## src/rtl/phase_pkg.sv

```systemverilog
// Shared phase and sequencer-state types for the phase sequencer and sequence controller.
package phase_pkg;

    typedef enum logic [1:0] {
        FETCH   = 2'b00,
        DECODE  = 2'b01,
        EXECUTE = 2'b10,
        UPDATE  = 2'b11
    } phase_t;

    typedef enum logic [1:0] {
        IDLE = 2'b00,
        RUN  = 2'b01,
        HALT = 2'b10
    } seq_state_t;

    function automatic phase_t next_phase(input phase_t p);
        unique case (p)
            FETCH:   return DECODE;
            DECODE:  return EXECUTE;
            EXECUTE: return UPDATE;
            default: return FETCH;
        endcase
    endfunction

    // Only the memory-facing phases can be stretched by wait states.
    function automatic logic needs_mem(input phase_t p);
        return (p == FETCH) || (p == EXECUTE);
    endfunction

endpackage

```

## src/rtl/phase_sequencer_wait_timer.sv

```systemverilog
// Per-phase wait-state counter; expired flags that the stall budget WAIT_MAX is used up.
module wait_timer #(
    parameter int WAIT_MAX = 7
) (
    input  logic clk,
    input  logic rst_n,
    input  logic clr,
    input  logic inc,
    output logic expired
);

    localparam int CNT_W = (WAIT_MAX > 0) ? $clog2(WAIT_MAX + 1) : 1;

    logic [CNT_W-1:0] cnt_q, cnt_d;

    always_comb begin
        cnt_d = cnt_q;
        if (clr) begin
            cnt_d = '0;
        end else if (inc) begin
            cnt_d = cnt_q + CNT_W'(1);
        end
    end

    // NOTE: sequential state uses non-blocking assignments so every flop samples pre-edge values.
    always_ff @(posedge clk or negedge rst_n) begin
        if (!rst_n) begin
            cnt_q <= '0;
        end else begin
            cnt_q <= cnt_d;
        end
    end

    assign expired = (cnt_q == CNT_W'(WAIT_MAX));

endmodule

```

## src/rtl/phase_sequencer.sv

```systemverilog
// Instruction phase generator with run/pause/step/halt control and a retired-instruction counter.
// Define PHASER_WAIT_EN to enable MEM_RDY wait states and the wait-state timeout.
module phase_sequencer
    import phase_pkg::*;
#(
    parameter int WAIT_MAX = 7,
    parameter int ICOUNT_W = 16
) (
    input  logic                CLK,
    input  logic                RST_N,
    input  logic                EN,
    input  logic                STEP_MODE,
    input  logic                STEP,
    input  logic                MEM_RDY,
    input  logic                HALT_REQ,
    output logic [1:0]          PHASE,
    output logic                PHASE_STB,
    output logic                RUNNING,
    output logic                HALTED,
    output logic                TIMEOUT,
    output logic [ICOUNT_W-1:0] INSTR_CNT
);

    seq_state_t          state_q, state_d;
    phase_t              phase_q, phase_d;
    logic                stb_q, stb_d;
    logic                halt_pend_q, halt_pend_d;
    logic [ICOUNT_W-1:0] cnt_q, cnt_d;
    logic                stall;
    logic                timeout_evt;

`ifdef PHASER_WAIT_EN
    logic timeout_q, timeout_d;
    logic expired;
    logic wt_clr, wt_inc;

    assign stall       = (state_q == RUN) && needs_mem(phase_q) && !MEM_RDY;
    assign timeout_evt = stall && expired;
    assign wt_inc      = stall && !expired;
    // Any cycle that is not a counted stall is followed by a fresh phase (or no phase at all).
    assign wt_clr      = !wt_inc;

    wait_timer #(
        .WAIT_MAX (WAIT_MAX)
    ) u_wait_timer (
        .clk     (CLK),
        .rst_n   (RST_N),
        .clr     (wt_clr),
        .inc     (wt_inc),
        .expired (expired)
    );

    always_comb begin
        timeout_d = timeout_q | timeout_evt;
    end

    always_ff @(posedge CLK or negedge RST_N) begin
        if (!RST_N) begin
            timeout_q <= 1'b0;
        end else begin
            timeout_q <= timeout_d;
        end
    end

    assign TIMEOUT = timeout_q;
`else
    logic unused_cfg;

    assign stall       = 1'b0;
    assign timeout_evt = 1'b0;
    assign TIMEOUT     = 1'b0;
    assign unused_cfg  = MEM_RDY ^ (WAIT_MAX != 0);
`endif

    always_comb begin
        // NOTE: every variable gets a default first, so no branch can infer a latch.
        state_d     = state_q;
        phase_d     = phase_q;
        stb_d       = 1'b0;
        halt_pend_d = halt_pend_q;
        cnt_d       = cnt_q;

        unique case (state_q)
            IDLE: begin
                phase_d = FETCH;
                if (EN && (!STEP_MODE || STEP)) begin
                    state_d = RUN;
                    stb_d   = 1'b1;
                end
            end
            RUN: begin
                halt_pend_d = halt_pend_q | HALT_REQ;
                if (timeout_evt) begin
                    state_d = HALT;
                    phase_d = FETCH;
                end else if (!stall) begin
                    phase_d = next_phase(phase_q);
                    stb_d   = 1'b1;
                    // Instruction boundary: retire, then decide whether to keep running.
                    if (phase_q == UPDATE) begin
                        cnt_d = cnt_q + ICOUNT_W'(1);
                        if (halt_pend_d) begin
                            state_d = HALT;
                            stb_d   = 1'b0;
                        end else if (!EN || STEP_MODE) begin
                            state_d = IDLE;
                            stb_d   = 1'b0;
                        end
                    end
                end
            end
            HALT: begin
                phase_d = FETCH;
            end
            default: begin
                state_d = IDLE;
                phase_d = FETCH;
            end
        endcase
    end

    always_ff @(posedge CLK or negedge RST_N) begin
        if (!RST_N) begin
            state_q     <= IDLE;
            phase_q     <= FETCH;
            stb_q       <= 1'b0;
            halt_pend_q <= 1'b0;
            cnt_q       <= '0;
        end else begin
            state_q     <= state_d;
            phase_q     <= phase_d;
            stb_q       <= stb_d;
            halt_pend_q <= halt_pend_d;
            cnt_q       <= cnt_d;
        end
    end

    assign PHASE     = phase_q;
    assign PHASE_STB = stb_q;
    assign RUNNING   = (state_q == RUN);
    assign HALTED    = (state_q == HALT);
    assign INSTR_CNT = cnt_q;

endmodule

```

## config.mk

```make
export PLATFORM = sky130hd
export DESIGN_NAME = phase_sequencer
export DESIGN_NICKNAME = d
export VERILOG_FILES = /design/src/rtl/phase_pkg.sv /design/src/rtl/phase_sequencer_wait_timer.sv /design/src/rtl/phase_sequencer.sv
export SDC_FILE = /design/constraint.sdc
export NUM_CORES = 1
export LEC_CHECK = 0
export CORE_MARGIN = 3
export CORE_UTILIZATION = 60
export CTS_CLUSTER_DIAMETER = 60
export DETAILED_ROUTE_END_ITERATION = 6
export DONT_BUFFER_PORTS = 1
export MAX_ROUTING_LAYER = met4
export PLACE_DENSITY = 0.86
export SLEW_MARGIN = 20
export SYNTH_ARGS = -nofsm -noshare
export SYNTH_HDL_FRONTEND = slang
export SYNTH_SLANG_ARGS = --single-unit
```

## constraint.sdc

```tcl
create_clock -name CLK -period 1.8 [get_ports CLK]
set_input_delay 0.18 -clock CLK [delete_from_list [all_inputs] [get_ports CLK]]
set_output_delay 0.18 -clock CLK [all_outputs]
set_load 0.02 [all_outputs]
```

==> results.json, run 1 <==
{
  "place_congestion": 0.7109,
  "io_pins": 29,
  "fmax_ghz": 0.6512,
  "path_buf_inv": 0,
  "cts_max_path_buffers": 2,
  "final_area_um2": 1154,
  "post-cts-setup-buffers": 0,
  "drive_above_1_share_pct": 19.59,
  "layout_common_cells": "dfrtp_1, xnor2_1, buf_4, nand3_1",
  "die_h_um": 47.45,
  "synthFlopType": "dfrtp_1",
  "hpwl_um": 1323,
  "stdcell_count": 113,
  "syn_area_um2": 1031,
  "ys_async_sr_fraction_pct": 100.0,
  "grt_max_degree": 23,
  "cts_resized": 0,
  "path_cells": "ha_1 > nand4b_2 > nor3_4 > nand3_1 > xnor2_1",
  "post-route-period-util_pct": 85.31,
  "crit_fanout": 5,
  "critical_path_cell_count": 5,
  "worstHoldPathCells": 2,
  "grt_setup_unrepaired": "false",
  "criticalPathCategory": "reg -> reg",
  "die_w_um": 47.45,
  "num_rows": 14,
  "ctsHoldBuffers": 2,
  "maxCapViolCount": 0,
  "numCtsBuffers": 3,
  "hp-class": "in -> reg",
  "route.vias.total": 642,
  "multi_input_area_um2": 454.2,
  "antenna_found_initial": 0,
  "slowest_delay_ns": 0.38,
  "clkTransAtPathRegs_ns": 0.11,
  "slew_violations": 0,
  "r2r_cells": 5,
  "dieArea_um2": 2252,
  "cp-end-kind": "register",
  "syn_to_final_growth_pct": 11.89,
  "num-nets-final": 110,
  "cts_tree": "built",
  "cts_root_buf": "clkbuf_4",
  "grt-ovfl-total": 0,
  "ys_seq_area_share_pct": 53.40,
  "min_period_ns": 1.536,
  "nFillCells": 112,
  "grt_first_pass_wirelength_um": 2925,
  "vias_per_cell": 5.681,
  "clock_sinks": 22,
  "h-tree-depth": 1,
  "insertion_delay_ns": 0.30,
  "regArea_um2": 550.5,
  "syn_inst": 84,
  "ys_types": 28,
  "initial_core_util_pct": 66.13,
  "finalSetupTns_ns": 0,
  "wl_um": 1820,
  "worst_pin_slew_ns": 0.9578,
  "timing.final.hold_violations": 0,
  "final_common_cell": "dfrtp_1",
  "post_dp_cell_area_um2": 1111,
  "grt_usage_pct": 19.66,
  "max_slew_margin_pct": 35.93,
  "portBuffers": 0,
  "crit_slowest_cell": "dfrtp_1",
  "dr.first_iter.drc_count": 7,
  "power_density_nw_per_um2": 1196,
  "status": "completed",
  "first_pass_iters": 2,
  "required_ns": 1.99,
  "syn_area_per_cell_um2": 12.27,
  "fin_skew_ns": 0.0006876,
  "antenna_cells": 0,
  "peakVddDrop_mv": 0.9726,
  "postRouteAntennaNets": 0,
  "drc_errors": 0,
  "synth_edf_count": 0,
  "crit_family": "simple AND/OR/NAND/NOR gates",
  "place_inst": 108,
  "arrival_ns": 1.72,
  "critPathLaunchType": "register",
  "power_leakage_nw": 0.6198,
  "core_um2": 1559,
  "synth-seq-cells": 22,
  "setup_viol": 0,
  "post_drt_wl_per_cell_um": 16.11,
  "synthesis.yosys.warnings": 0,
  "synthesis.nets": 95,
  "first_global_vias": 691,
  "total_power_mw": 1.380
}
## stage by stage
stage	hold WS, ns	util (%)	worst slack, ns
finish	0.06665	74.00	0.2644
global route	0.07389	74.00	0.1462
CTS	0.06268	74.00	0.2574
detailed placement	-0.1151	71.27	0.2713
global placement	-0.1151	71.27	0.3230
floorplan	-0.1156	-	0.2632
## area by class of cell
cell class | instances | area share [%]
flip-flops and latches | 22 | 47.72
multi-input cells | 56 | 39.37
repair buffers | 11 | 7.592
clock buffers | 3 | 1.952
well taps | 16 | 1.735
inverters | 5 | 1.627
## cell usage after synthesis (all sizes together), types with 2 or more instances
master / count / area, µm²
inv: 5 / 18.77
dfrtp: 22 / 550.5
xnor2: 10 / 87.58
nor2: 3 / 11.26
xor2: 5 / 43.79
and3: 5 / 31.28
nand3: 8 / 40.04
nand2: 3 / 13.77
nand4b: 2 / 38.78
nor3: 3 / 26.28
ha: 4 / 50.05
## kinds of logic after synthesis
logic type / count (synthesis) / synth area share (%)
compound gates: 5 / 3.277
xor+xnor: 15 / 12.74
fa+ha+maj: 4 / 4.855
buf+inv: 6 / 2.549
flops: 22 / 53.40
mux: 1 / 1.092
other cells: 1 / 0.3637
simple gates: 30 / 21.72
## power by group
| part | internal [mW] | total [mW] | switching (mW) |
|---|---|---|---|
| sequential | 0.584 | 0.689 | 0.105 |
| combinational | 0.194 | 0.477 | 0.282 |
| clock | 0.0781 | 0.214 | 0.136 |
| total | 0.856 | 1.38 | 0.524 |
## metal layers
| metal | share of wire [%] | vias up | GRT usage [%] |
|---|---|---|---|
| met1 | 40 | 308 | 22.65 |
| met2 | 52 | 23 | 31.82 |
| met3 | 6.4 | 4 | 4.511 |
| li1 | - | 307 | - |
| met5 | 0 | - | - |
| met4 | 1.4 | 0 | 9.945 |
## worst paths after layout
| path | end | from | slack, ns |
|---|---|---|---|
| max | INSTR_CNT[10]$_DFFE_PN0P_ | PHASE[0]$_DFF_PN0_ | 0.26 |
| min | state_q[1]$_DFFE_PN0P_ | HALT_REQ | 0.07 |
| max reg2reg | INSTR_CNT[10]$_DFFE_PN0P_ | PHASE[0]$_DFF_PN0_ | 0.26 |
| min reg2reg | halt_pend_q$_DFFE_PN0N_ | halt_pend_q$_DFFE_PN0N_ | 0.49 |
| max in group asynchronous | INSTR_CNT[5]$_DFFE_PN0P_ | RST_N | 0.76 |
| min in group asynchronous | INSTR_CNT[8]$_DFFE_PN0P_ | RST_N | 0.46 |
## flip-flops by register name (all words and copies together) (netlist names)
register	cells
INSTR_CNT	16
PHASE	2
state_q	2
PHASE_STB	1
halt_pend_q	1
(Power assumes the default switching activity.)
==> inputs of run 2 (changes only) <==
- CTS_CLUSTER_DIAMETER: 60 -> unset
- SETUP_SLACK_MARGIN: unset -> 0.4
==> run 2 against run 1 <==
  * Critical path depth unchanged
  * First-iteration DRC count fell by 86%
  * Non-clock buffer count unchanged
  * Maximum frequency is 4.4% higher
  * Final area rose by 7.4%
  * Total power grew 5.1%
  * Global-route usage up 1.3 points
  * Register-to-register slack better by 0.07 ns
  * Sequential share of layout area down 2.4 points
  * Sequential power grew 22%
==> results.json, run 2 (synthesis results as in run 1) <==
{
  "status": "completed",
  "grt_usage_pct": 20.98,
  "largest_register_ffs": 16,
  "max_slew_margin_pct": 34.47,
  "clockPowerShare_pct": 15.8,
  "clock_sinks": 22,
  "min_period_ns": 1.471,
  "arrival_ns": 1.69,
  "swShare_pct": 40.01,
  "grt_first_pass_wirelength_um": 3194,
  "fmax_ghz": 0.6800,
  "grt_max_degree": 23,
  "crit_fanout": 5,
  "worst_pin_slew_ns": 0.9798,
  "power_density_nw_per_um2": 1171,
  "cts_max_path_buffers": 2,
  "numCtsBuffers": 3,
  "num_rows": 14,
  "layout_common_cells": "dfrtp_1, xnor2_1, dfrtp_2, buf_4, nand3_1",
  "maxCapViolCount": 0,
  "p_int_uw": 870.2,
  "antenna_found_initial": 0,
  "fin_skew_ns": 0.001329,
  "vias_per_cell": 5.921,
  "hpwl_um": 1351,
  "place_inst": 101,
  "cp-end-kind": "register",
  "criticalPathCategory": "reg -> reg",
  "place_ws_ns": 0.2637,
  "hold_ws_ns": 0.08770,
  "drive_above_1_share_pct": 34.69,
  "num-nets-final": 110,
  "h-tree-depth": 1,
  "multi_input_area_um2": 520.5,
  "first_pass_iters": 2,
  "timing.final.hold_violations": 0,
  "drc_errors": 0,
  "place_congestion": 0.6970,
  "initial_core_util_pct": 66.13,
  "wl_met1_um": 799,
  "first_global_vias": 731,
  "nFillCells": 86,
  "post-route-period-util_pct": 81.70,
  "p_seq_share_pct": 58.1,
  "timing.rr.end": "INSTR_CNT[10]$_DFFE_PN0P_",
  "die_h_um": 47.45,
  "dr.first_iter.drc_count": 1,
  "route.vias.total": 675,
  "final_common_cell": "dfrtp_1",
  "critPathLaunchType": "register",
  "finalSetupTns_ns": 0,
  "required_ns": 2.02,
  "setup_viol": 0,
  "io_pins": 29,
  "maxUsedRoutingLayer": "met4",
  "route.met2.wl_um": 1000,
  "p_comb_share_pct": 26.1,
  "p_switching_uw": 580.4,
  "slew_violations": 0,
  "insertion_delay_ns": 0.30,
  "critPathLaunch": "PHASE[1]$_DFF_PN0_",
  "hp-class": "in -> reg",
  "syn_to_final_growth_pct": 20.15,
  "peakVddDrop_mv": 1.023,
  "grt_setup_unrepaired": "true",
  "stdcell_count": 114,
  "clkTransAtPathRegs_ns": 0.12,
  "cts_root_buf": "clkbuf_4",
  "post_drt_wl_per_cell_um": 16.96,
  "die_w_um": 47.45,
  "hp-start": "HALT_REQ",
  "power_leakage_nw": 0.6436,
  "portBuffers": 0,
  "dieArea_um2": 2252,
  "antenna_cells": 0,
  "r2r_cells": 5,
  "grt-ovfl-total": 0,
  "met3WireLength_um": 115,
  "rrSetupSlack_ns": 0.33,
  "regArea_um2": 561.8,
  "core_um2": 1559,
  "wl_um": 1934,
  "r2r-start": "PHASE[1]$_DFF_PN0_",
  "final_core_util_pct": 79.45,
  "setup_slack_ns": 0.3295,
  "postRouteAntennaNets": 0,
  "cts_tree": "built",
  "crit_path_end": "INSTR_CNT[10]$_DFFE_PN0P_"
}
-- run 2: changes by cell type in the layout (fill, tap and decap cells not counted), moves of 2 or more --
cell	change
dfrtp_1	-9
dfrtp_2	+9
ha_1	-2
ha_4	+2
nor2_1	-2
nor2_2	+2
-- run 2: worst max-delay path, stage by stage (launching register included) --
cell	delay, ns
dfrtp_2	0.49
ha_4	0.20
nand4b_4	0.13
nor3_4	0.23
nand3_1	0.13
xnor2_1	0.22
-- run 2: stage by stage --
step                      power [mW]  instance area, µm²
after floorplan                1.085                1076
after global placement         1.134                1104
after detailed placement       1.169                1104
after CTS                      1.444                1215
after global routing           1.540                1239
final                          1.451                1239
-- run 2: worst min path at each step --
stage | end | slack, ns | cells after the start
floorplan | INSTR_CNT[0]$_DFFE_PN0P_ | -0.12 | 0
global placement | INSTR_CNT[13]$_DFFE_PN0P_ | -0.12 | 0
finish | state_q[1]$_DFFE_PN0P_ | 0.09 | 2
global route | state_q[1]$_DFFE_PN0P_ | 0.09 | 2
CTS | state_q[1]$_DFFE_PN0P_ | 0.09 | 2
detailed placement | INSTR_CNT[13]$_DFFE_PN0P_ | -0.12 | 0
-- run 2: final cells by class --
class,instances,share of cell area (%)
well taps,16,1.616
flip-flops and latches,22,45.35
multi-input cells,56,42.02
inverters,5,1.515
clock buffers,4,2.121
repair buffers,11,7.374
-- run 2: what timing repair did --
item                                    CTS  global route
gates cloned                              0             0
endpoints found under the setup margin    8            14
hold buffers                              2             0
hold endpoints to repair                 23             0
resized for setup                         8             3
pin swaps                                10             7
buffers inserted                          5             2
-- run 2: power by group through the flow --
stage,registers [mW],logic [mW],clock network [mW]
after floorplan,0.812,0.272,0
after global placement,0.836,0.298,0
after detailed placement,0.845,0.324,0
after CTS,0.844,0.366,0.234
after global routing,0.858,0.425,0.257
final,0.844,0.378,0.229
-- run 2: per-layer routing --
layer	global-route usage [%]	vias to the layer above
li1	-	310
met5	-	-
met1	24.64	337
met4	8.840	0
met3	6.391	2
met2	33.16	26
